==> src/rtl/wb_line_fill.sv <==
// Wishbone cache-line filler: issues WORDS pipelined reads for one line and
// assembles the tagged acks (any order) into line_o, then pulses done_o.
//
// state | meaning
// IDLE  | waiting for req_i; line_o keeps the last filled line
// ISSUE | strobing word addresses, one per accepted (non-stalled) cycle
// DRAIN | all words requested, collecting outstanding acks
// DONE  | line complete, done_o high for this single cycle
module wb_line_fill #(
  parameter int DATA_WIDTH = 32,
  parameter int ADDR_WIDTH = 3,
  parameter int LINE_LOG2  = 2
) (
  input  logic                                     clk_i,
  input  logic                                     rst_i,
  input  logic                                     req_i,
  input  logic [ADDR_WIDTH-LINE_LOG2-1:0]          req_line_i,
  output logic                                     busy_o,
  output logic                                     done_o,
  output logic [DATA_WIDTH*(2**LINE_LOG2)-1:0]     line_o,
  output logic                                     cyc_o,
  output logic                                     stb_o,
  output logic                                     we_o,
  output logic [ADDR_WIDTH-1:0]                    adr_o,
  output logic [DATA_WIDTH-1:0]                    dat_o,
  input  logic [DATA_WIDTH-1:0]                    dat_i,
  input  logic [ADDR_WIDTH-1:0]                    tag_i,
  input  logic                                     ack_i,
  input  logic                                     stall_i
);

  localparam int WORDS = 2**LINE_LOG2;
  localparam int LW    = ADDR_WIDTH - LINE_LOG2;

  typedef enum logic [1:0] {IDLE, ISSUE, DRAIN, DONE} state_t;

  state_t                      state_q, state_d;
  logic [LW-1:0]               line_addr_q, line_addr_d;
  logic [LINE_LOG2-1:0]        cnt_q, cnt_d;
  logic [WORDS-1:0]            mask_q, mask_d;
  logic [DATA_WIDTH*WORDS-1:0] line_q, line_d;
  logic                        busy_q, done_q, cyc_q, stb_q;

  logic                        accept;
  logic                        ack_hit;
  logic [LINE_LOG2-1:0]        tag_word;

  // stb_q is only ever high in ISSUE, so it doubles as the issue qualifier
  assign accept   = stb_q && !stall_i;
  assign tag_word = tag_i[LINE_LOG2-1:0];
  assign ack_hit  = ack_i && (state_q == ISSUE || state_q == DRAIN) &&
                    (tag_i[ADDR_WIDTH-1:LINE_LOG2] == line_addr_q);

  // Next-state, ack capture and issue counter update
  always_comb begin
    state_d     = state_q;
    line_addr_d = line_addr_q;
    cnt_d       = cnt_q;
    mask_d      = mask_q;
    line_d      = line_q;

    if (ack_hit) begin
      line_d[int'(tag_word)*DATA_WIDTH +: DATA_WIDTH] = dat_i;
      mask_d[tag_word] = 1'b1;
    end

    case (state_q)
      IDLE: begin
        if (req_i) begin
          line_addr_d = req_line_i;
          cnt_d       = '0;
          mask_d      = '0;
          state_d     = ISSUE;
        end
      end
      ISSUE: begin
        if (accept) begin
          // counter parks on the last word; it is only rewound by a new request
          if (cnt_q == {LINE_LOG2{1'b1}}) begin
            state_d = (&mask_d) ? DONE : DRAIN;
          end else begin
            cnt_d = cnt_q + 1'b1;
          end
        end
      end
      DRAIN: begin
        if (&mask_d) state_d = DONE;
      end
      DONE: begin
        state_d = IDLE;
      end
      default: begin
        state_d = IDLE;
      end
    endcase
  end

  // State and registered outputs; flags are computed from the next state
  always_ff @(posedge clk_i) begin
    if (rst_i) begin
      state_q     <= IDLE;
      line_addr_q <= '0;
      cnt_q       <= '0;
      mask_q      <= '0;
      line_q      <= '0;
      busy_q      <= 1'b0;
      done_q      <= 1'b0;
      cyc_q       <= 1'b0;
      stb_q       <= 1'b0;
    end else begin
      state_q     <= state_d;
      line_addr_q <= line_addr_d;
      cnt_q       <= cnt_d;
      mask_q      <= mask_d;
      line_q      <= line_d;
      busy_q      <= (state_d != IDLE);
      done_q      <= (state_d == DONE);
      cyc_q       <= (state_d == ISSUE) || (state_d == DRAIN);
      stb_q       <= (state_d == ISSUE);
    end
  end

  assign busy_o = busy_q;
  assign done_o = done_q;
  assign line_o = line_q;
  assign cyc_o  = cyc_q;
  assign stb_o  = stb_q;
  assign we_o   = 1'b0;
  assign dat_o  = '0;
  assign adr_o  = {line_addr_q, cnt_q};

endmodule
==> config.mk <==
export PLATFORM = sky130hd
export DESIGN_NAME = wb_line_fill
export DESIGN_NICKNAME = d
export VERILOG_FILES = /design/src/rtl/wb_line_fill.sv
export SDC_FILE = /design/constraint.sdc
export NUM_CORES = 1
export LEC_CHECK = 0
export CAP_MARGIN = 10
export CORE_ASPECT_RATIO = 0.9
export CORE_MARGIN = 3
export CORE_UTILIZATION = 44
export DETAILED_ROUTE_END_ITERATION = 8
export GPL_ROUTABILITY_DRIVEN = 0
export PLACE_DENSITY_LB_ADDON = 0.15
export SLEW_MARGIN = 20
export SYNTH_ARGS = -nofsm -noshare
export SYNTH_HDL_FRONTEND = slang
export SYNTH_SLANG_ARGS = --single-unit
==> constraint.sdc <==
create_clock -name clk_i -period 2.43 [get_ports clk_i]
set_input_delay 0.3645 -clock clk_i [delete_from_list [all_inputs] [get_ports clk_i]]
set_output_delay 0.3645 -clock clk_i [all_outputs]
set_load 0.01 [all_outputs]
==> After elaboration in Yosys (flattened, before gate mapping) <==
Cells that the tools add are included.
{ "totals": {"reg_bits": 141, "out_inout_bits": 168, "word_cells": 56} }
{ "op_classes": {"shifts": 2, "n_addsub": 2, "n_reduce_logical": 13, "bitwise": 1, "magnitude_cmp": 2, "eq_ne": 11, "muxes": 16} }
{ "ops": {"columns": ["op", "n"], "rows": [
  ["$bwmux 128", 1],
  ["$shift 32x33->128 const A", 1],
  ["$shiftx 32x33->128", 1],
  ["$neg 7->33", 1],
  ["$mux 2", 7],
  ["$mux 4", 3],
  ["$eq 2x2->1 const B", 5],
  ["$pmux 2 s4", 1],
  ["$reduce_and 4->1", 2],
  ["$ne 2x2->1 const B", 3],
  ["$eq 2x1->1 const B", 2],
  ["$logic_and 1x1->1", 4],
  ["$or 4x4->4", 1],
  ["$pmux 2 s2", 1],
  ["$reduce_bool 2->1", 2],
  ["$lt 2x3->1 const B", 1],
  ["$add 2x1->2 const B", 1],
  ["$demux 1 s2", 1],
  ["$ge 2x1->1 const B", 1],
  ["$logic_not 2->1", 1],
  ["$logic_or 1x1->1", 2],
  ["$mux 1", 2],
  ["$reduce_and 2->1", 1],
  ["$eq 1x1->1", 1],
  ["$logic_not 1->1", 1]
]} }

==> Depth between registers and ports, before layout <==
Gate-level depths: netlist (run 1).
{ "depth": {"word_depth": 13, "depth_mapped": 9, "depth_no_buf": 8} }

==> Worst setup path after synthesis (run 1) <==
No wires, ideal clock.
{ "synth_path": {"path_type": "register to register", "from": "register state_q[0]", "to": "register cyc_q (netlist: cyc_o)", "stages_incl_launch_ff": 10, "path_slack_ns": 0.211, "t_arrival_ns": 2.153, "period_less_slack_ns": 2.219, "cell_sequence": "dfxtp_1 -> inv_1 -> ha_1 -> and2_0 -> buf_2 -> a31oi_4 -> or4_4 -> o31ai_1 -> ha_1 -> nor2_1"} }
{ "synth_via": {"elab_chain_cells": 12, "word_cells_on_any_way": 18, "cone_classes": "eq/ne (5); mux (7); reduce/logical (6)"} }
{ "synth_lines": {"columns": ["element", "line_no", "rtl"], "rows": [
  ["start: declaration", "37", "state_t state_q, state_d;"],
  ["start signal: assignment", "111", "state_q <= state_d;"],
  ["$eq 2x1->1 or $eq 2x2->1 (tied branches)", "51, 67", null],
  ["$logic_or 1x1->1", "51", "assign ack_hit = ack_i && (state_q == ISSUE || state_q == DRAIN) &&"],
  ["$logic_and 1x1->1 (2 in series)", "51", null],
  ["$mux 4", "62", "if (ack_hit) begin"],
  ["$reduce_and 4->1", "80, 87", null],
  ["$mux 1", "80", "state_d = (&mask_d) ? DONE : DRAIN;"],
  ["$mux 2", "79", "if (cnt_q == {LINE_LOG2{1'b1}}) begin"],
  ["$mux 2", "77", "if (accept) begin"],
  ["$pmux 2 s4 (*)", "67", "case (state_q)"],
  ["$eq 2x1->1 or $eq 2x2->1 (tied branches)", "118", "cyc_q <= (state_d == ISSUE) || (state_d == DRAIN);"],
  ["$logic_or 1x1->1 (*)", "118", null],
  ["end signal: assignment", "118", null],
  ["end: declaration", "42", "logic busy_q, done_q, cyc_q, stb_q;"]
]} }
Mark *: on every way between the ends. The rest lies on a longest branch, timed or not.
A chain may end at the register's enable or synchronous reset.

==> Worst setup path in the final report (run 1) <==
Same ends and word-level chain as after synthesis.

==> metrics.txt, run 1 <==
H-tree levels=4; total CTS buffers=17; register area=2823 um2; # fillers=1031; cell with the most instances after synthesis=dfxtp_1; Core Region=12310 um2; Die ar.=14260 um2; routed vias=5513; post-layout worst setup margin=0.1058 ns; Yosys reg bits=141; post-layout util=0.6607; worst path cell trace=inv_1, ha_1, and2_0, a31oi_1, or4_4, o31ai_2, ha_1, nor2_1; hold crit path type=primary input to flip-flop; Reg power frac=0.446; die height=113.6 um; Syn-to-layout area delta=43.81%; chip width=125.5 um; Net count, final=916; final setup fails=0; CP dominant cell by count=ha_1; crit path time final=between 2 and 2.5 ns; Final Cycle Share=0.9565; Initial Util=0.4595; synth cell count leaders=dfxtp_1, nand3_1, a21oi_1, nand2_1, clkbuf_1; Yosys top cell by area=dfxtp_1; WP data required=2.78 ns; worst reg2reg setup slack=roughly 0.11 ns; Avg Cell Area, Syn=8.164 um2; WS Path Type=flip-flop to flip-flop; Max-Cap Viols=0; First-pass DRT Iterations=5; # rows=38; Hold Vio Cnt, Final=0; synth top area cells=dfxtp_1, nand3_1, a21oi_1; multi-input logic area=approximately 2500 um2; Mapped Cells=693; Critical Path Source Type=flip-flop; CTS tree=done; share of layout cells above drive strength 1=0.08152; initial antenna violation count=0; sequential area share after synthesis=0.4989; switching share of power=0.2221; # clock sinks=approximately 140; GR Overflow Total=0; ant diodes=0; Worst slew margin=0.6545; slowest stage delay, CP=0.56 ns; Leak=2.825 nW; vias in the first global route=5260; Slew Viols, Final=0; routed len/inst=16.82 um; Clock Skews=0.006222 ns; asr flop ratio synth=0; combinational share of power=0.072; num ports=209; NetSw=1.162 mW; Worst Path Max Fanout=3; Clock Tree Buf Depth=2; post-synth cell types=35; fmax=430.3 MHz; ys flop type=dfxtp_1; power share of the clock group=0.482; top cell type's share of synthesized area=0.4989; largest net degree at the start of global routing=55; Via-to-Cell Ratio=5.347; DP Area=around 7600 um2; slowest CP cell=or4_4; Peak VDD IR=0.0004818 V; IO buf count=between 150 and 200; global-route wire length before repair=27410 um; Yosys warning total=0; Critical Path End Type=flip-flop; pre-CTS setup slack=-0.1471 ns; status=complete, no violations; wirelength, routed=around 17000 um; Power Dens Cells=643.1 nW/um2; Worst-Margin Slew=0.5128 ns; synthesized area=about 5700 um2; post-route ant nets=0; design area=8137 um2; Pint=4.071 mW; EDFF count, synth=0; root buffer cell=clkbuf_16; detailed-route DRC error count=0; total track usage=0.2411; Reg clk slew, reported paths=0.05 ns; DP Wirelength=12170 um; Clock Latency Late Sink=approximately 0.41 ns; Critical Path AT=~2.7 ns; Starting DRT DRC Count=between 500 and 600
-- cells in the final DEF (no fill, tap or decap), drive strengths merged --
cell type / instances
nand2: 130
or4: 1
nand3b: 1
mux2i: 2
nor3: 1
a21oi: 130
nor2: 10
clkinvlp: 1
o2bb2ai: 1
nand2b: 2
bufinv: 2
clkinv: 4
o31ai: 1
o22ai: 1
a31oi: 4
ha: 15
dfxtp: 141
nor2b: 3
nor3b: 3
o31a: 2
and3: 4
a22oi: 1
or3: 1
a211oi: 1
conb: 33
o21ai: 1
and2: 2
clkdlybuf4s50: 174
xnor2: 1
buf: 34
inv: 6
clkbuf: 23
o21a: 1
nand3: 133
or3b: 1
-- power groups by stage --
stage / clock network (mW) / logic (mW) / registers [mW]
final: 2.52 / 0.378 / 2.33
after global routing: 2.68 / 0.407 / 2.33
after CTS: 2.56 / 0.371 / 2.33
after detailed placement: 0 / 0.370 / 2.38
after global placement: 0 / 0.362 / 2.38
after floorplan: 0 / 0.213 / 2.39
-- state kept, by name, summed over array words and instances (netlist names) --
signal / count
busy_o: 1
state_q: 2
stb_o: 1
cyc_o: 1
line_addr_q: 1
done_o: 1
cnt_q: 2
line_o: 128
mask_q: 4
-- timing repair --
item / CTS / global route
hold endpoints to repair: 0 / 0
buffers inserted: 0 / 0
hold buffers: 0 / 0
setup endpoints to repair: 0 / 3
gates resized for setup: 0 / 2
-- kinds of logic (layout without fill, tap and decap cells) --
family	count (synthesis)	in the layout	share of synthesized area
AO/OA/AOI/OAI	143	143	0.1340
XOR/XNOR	1	1	0.002876
adder cells (fa/ha/maj)	15	15	0.03317
buffers and inverters	98	244	0.09332
flip-flops	141	141	0.4989
multiplexers	2	2	0.003538
other	1	33	0.0006628
AND/OR/NAND/NOR	292	292	0.2335
-- through the flow --
step	total power, mW	cells	hold WS, ns	setup TNS, ns
after floorplan	2.599	725	0.4391	0
after global placement	2.745	1001	0.4368	-0.07309
after detailed placement	2.753	1001	0.4436	-0.2828
after CTS	5.264	1031	0.3623	0
after global routing	5.416	1031	0.3986	-0.006973
final	5.233	1031	0.3811	0
-- area by class of cell --
class                      count  share of cell area
clock buffer                  23             0.05997
clock inverter                 7             0.01076
inverter                       6            0.002768
multi-input combinational    486              0.3014
sequential                   141              0.3469
tap                          160             0.02460
timing repair buffer         208              0.2536
-- worst paths after layout --
path	end	from	cells past startpoint
max	cyc_o	state_q[0]	8
min	busy_o	rst_i	2
max reg2reg	cyc_o	state_q[0]	8
min reg2reg	line_o[127]	line_o[127]	2
-- routing by layer --
layer,share of wire,vias to the layer above,global-route usage
met5,0,-,0
met4,0.020,0,0.08526
met3,0.086,27,0.07678
met2,0.48,241,0.3999
met1,0.41,2630,0.2972
li1,-,2615,-
-- critical path: cells and delay by family (launching register included) --
family | cells | cell delay [ns]
AO/OA/AOI/OAI | 2 | 0.41
adder cells (fa/ha/maj) | 2 | 0.55
buffers and inverters | 1 | 0.08
flip-flops | 1 | 0.35
AND/OR/NAND/NOR | 3 | 0.87
(Power assumes the default switching activity.)
==> run 2: changes to the inputs <==
- SLEW_MARGIN: 20 -> default
==> results of run 2 <==
Same layout as run 1: the final DEF is identical, and so are final timing and power.
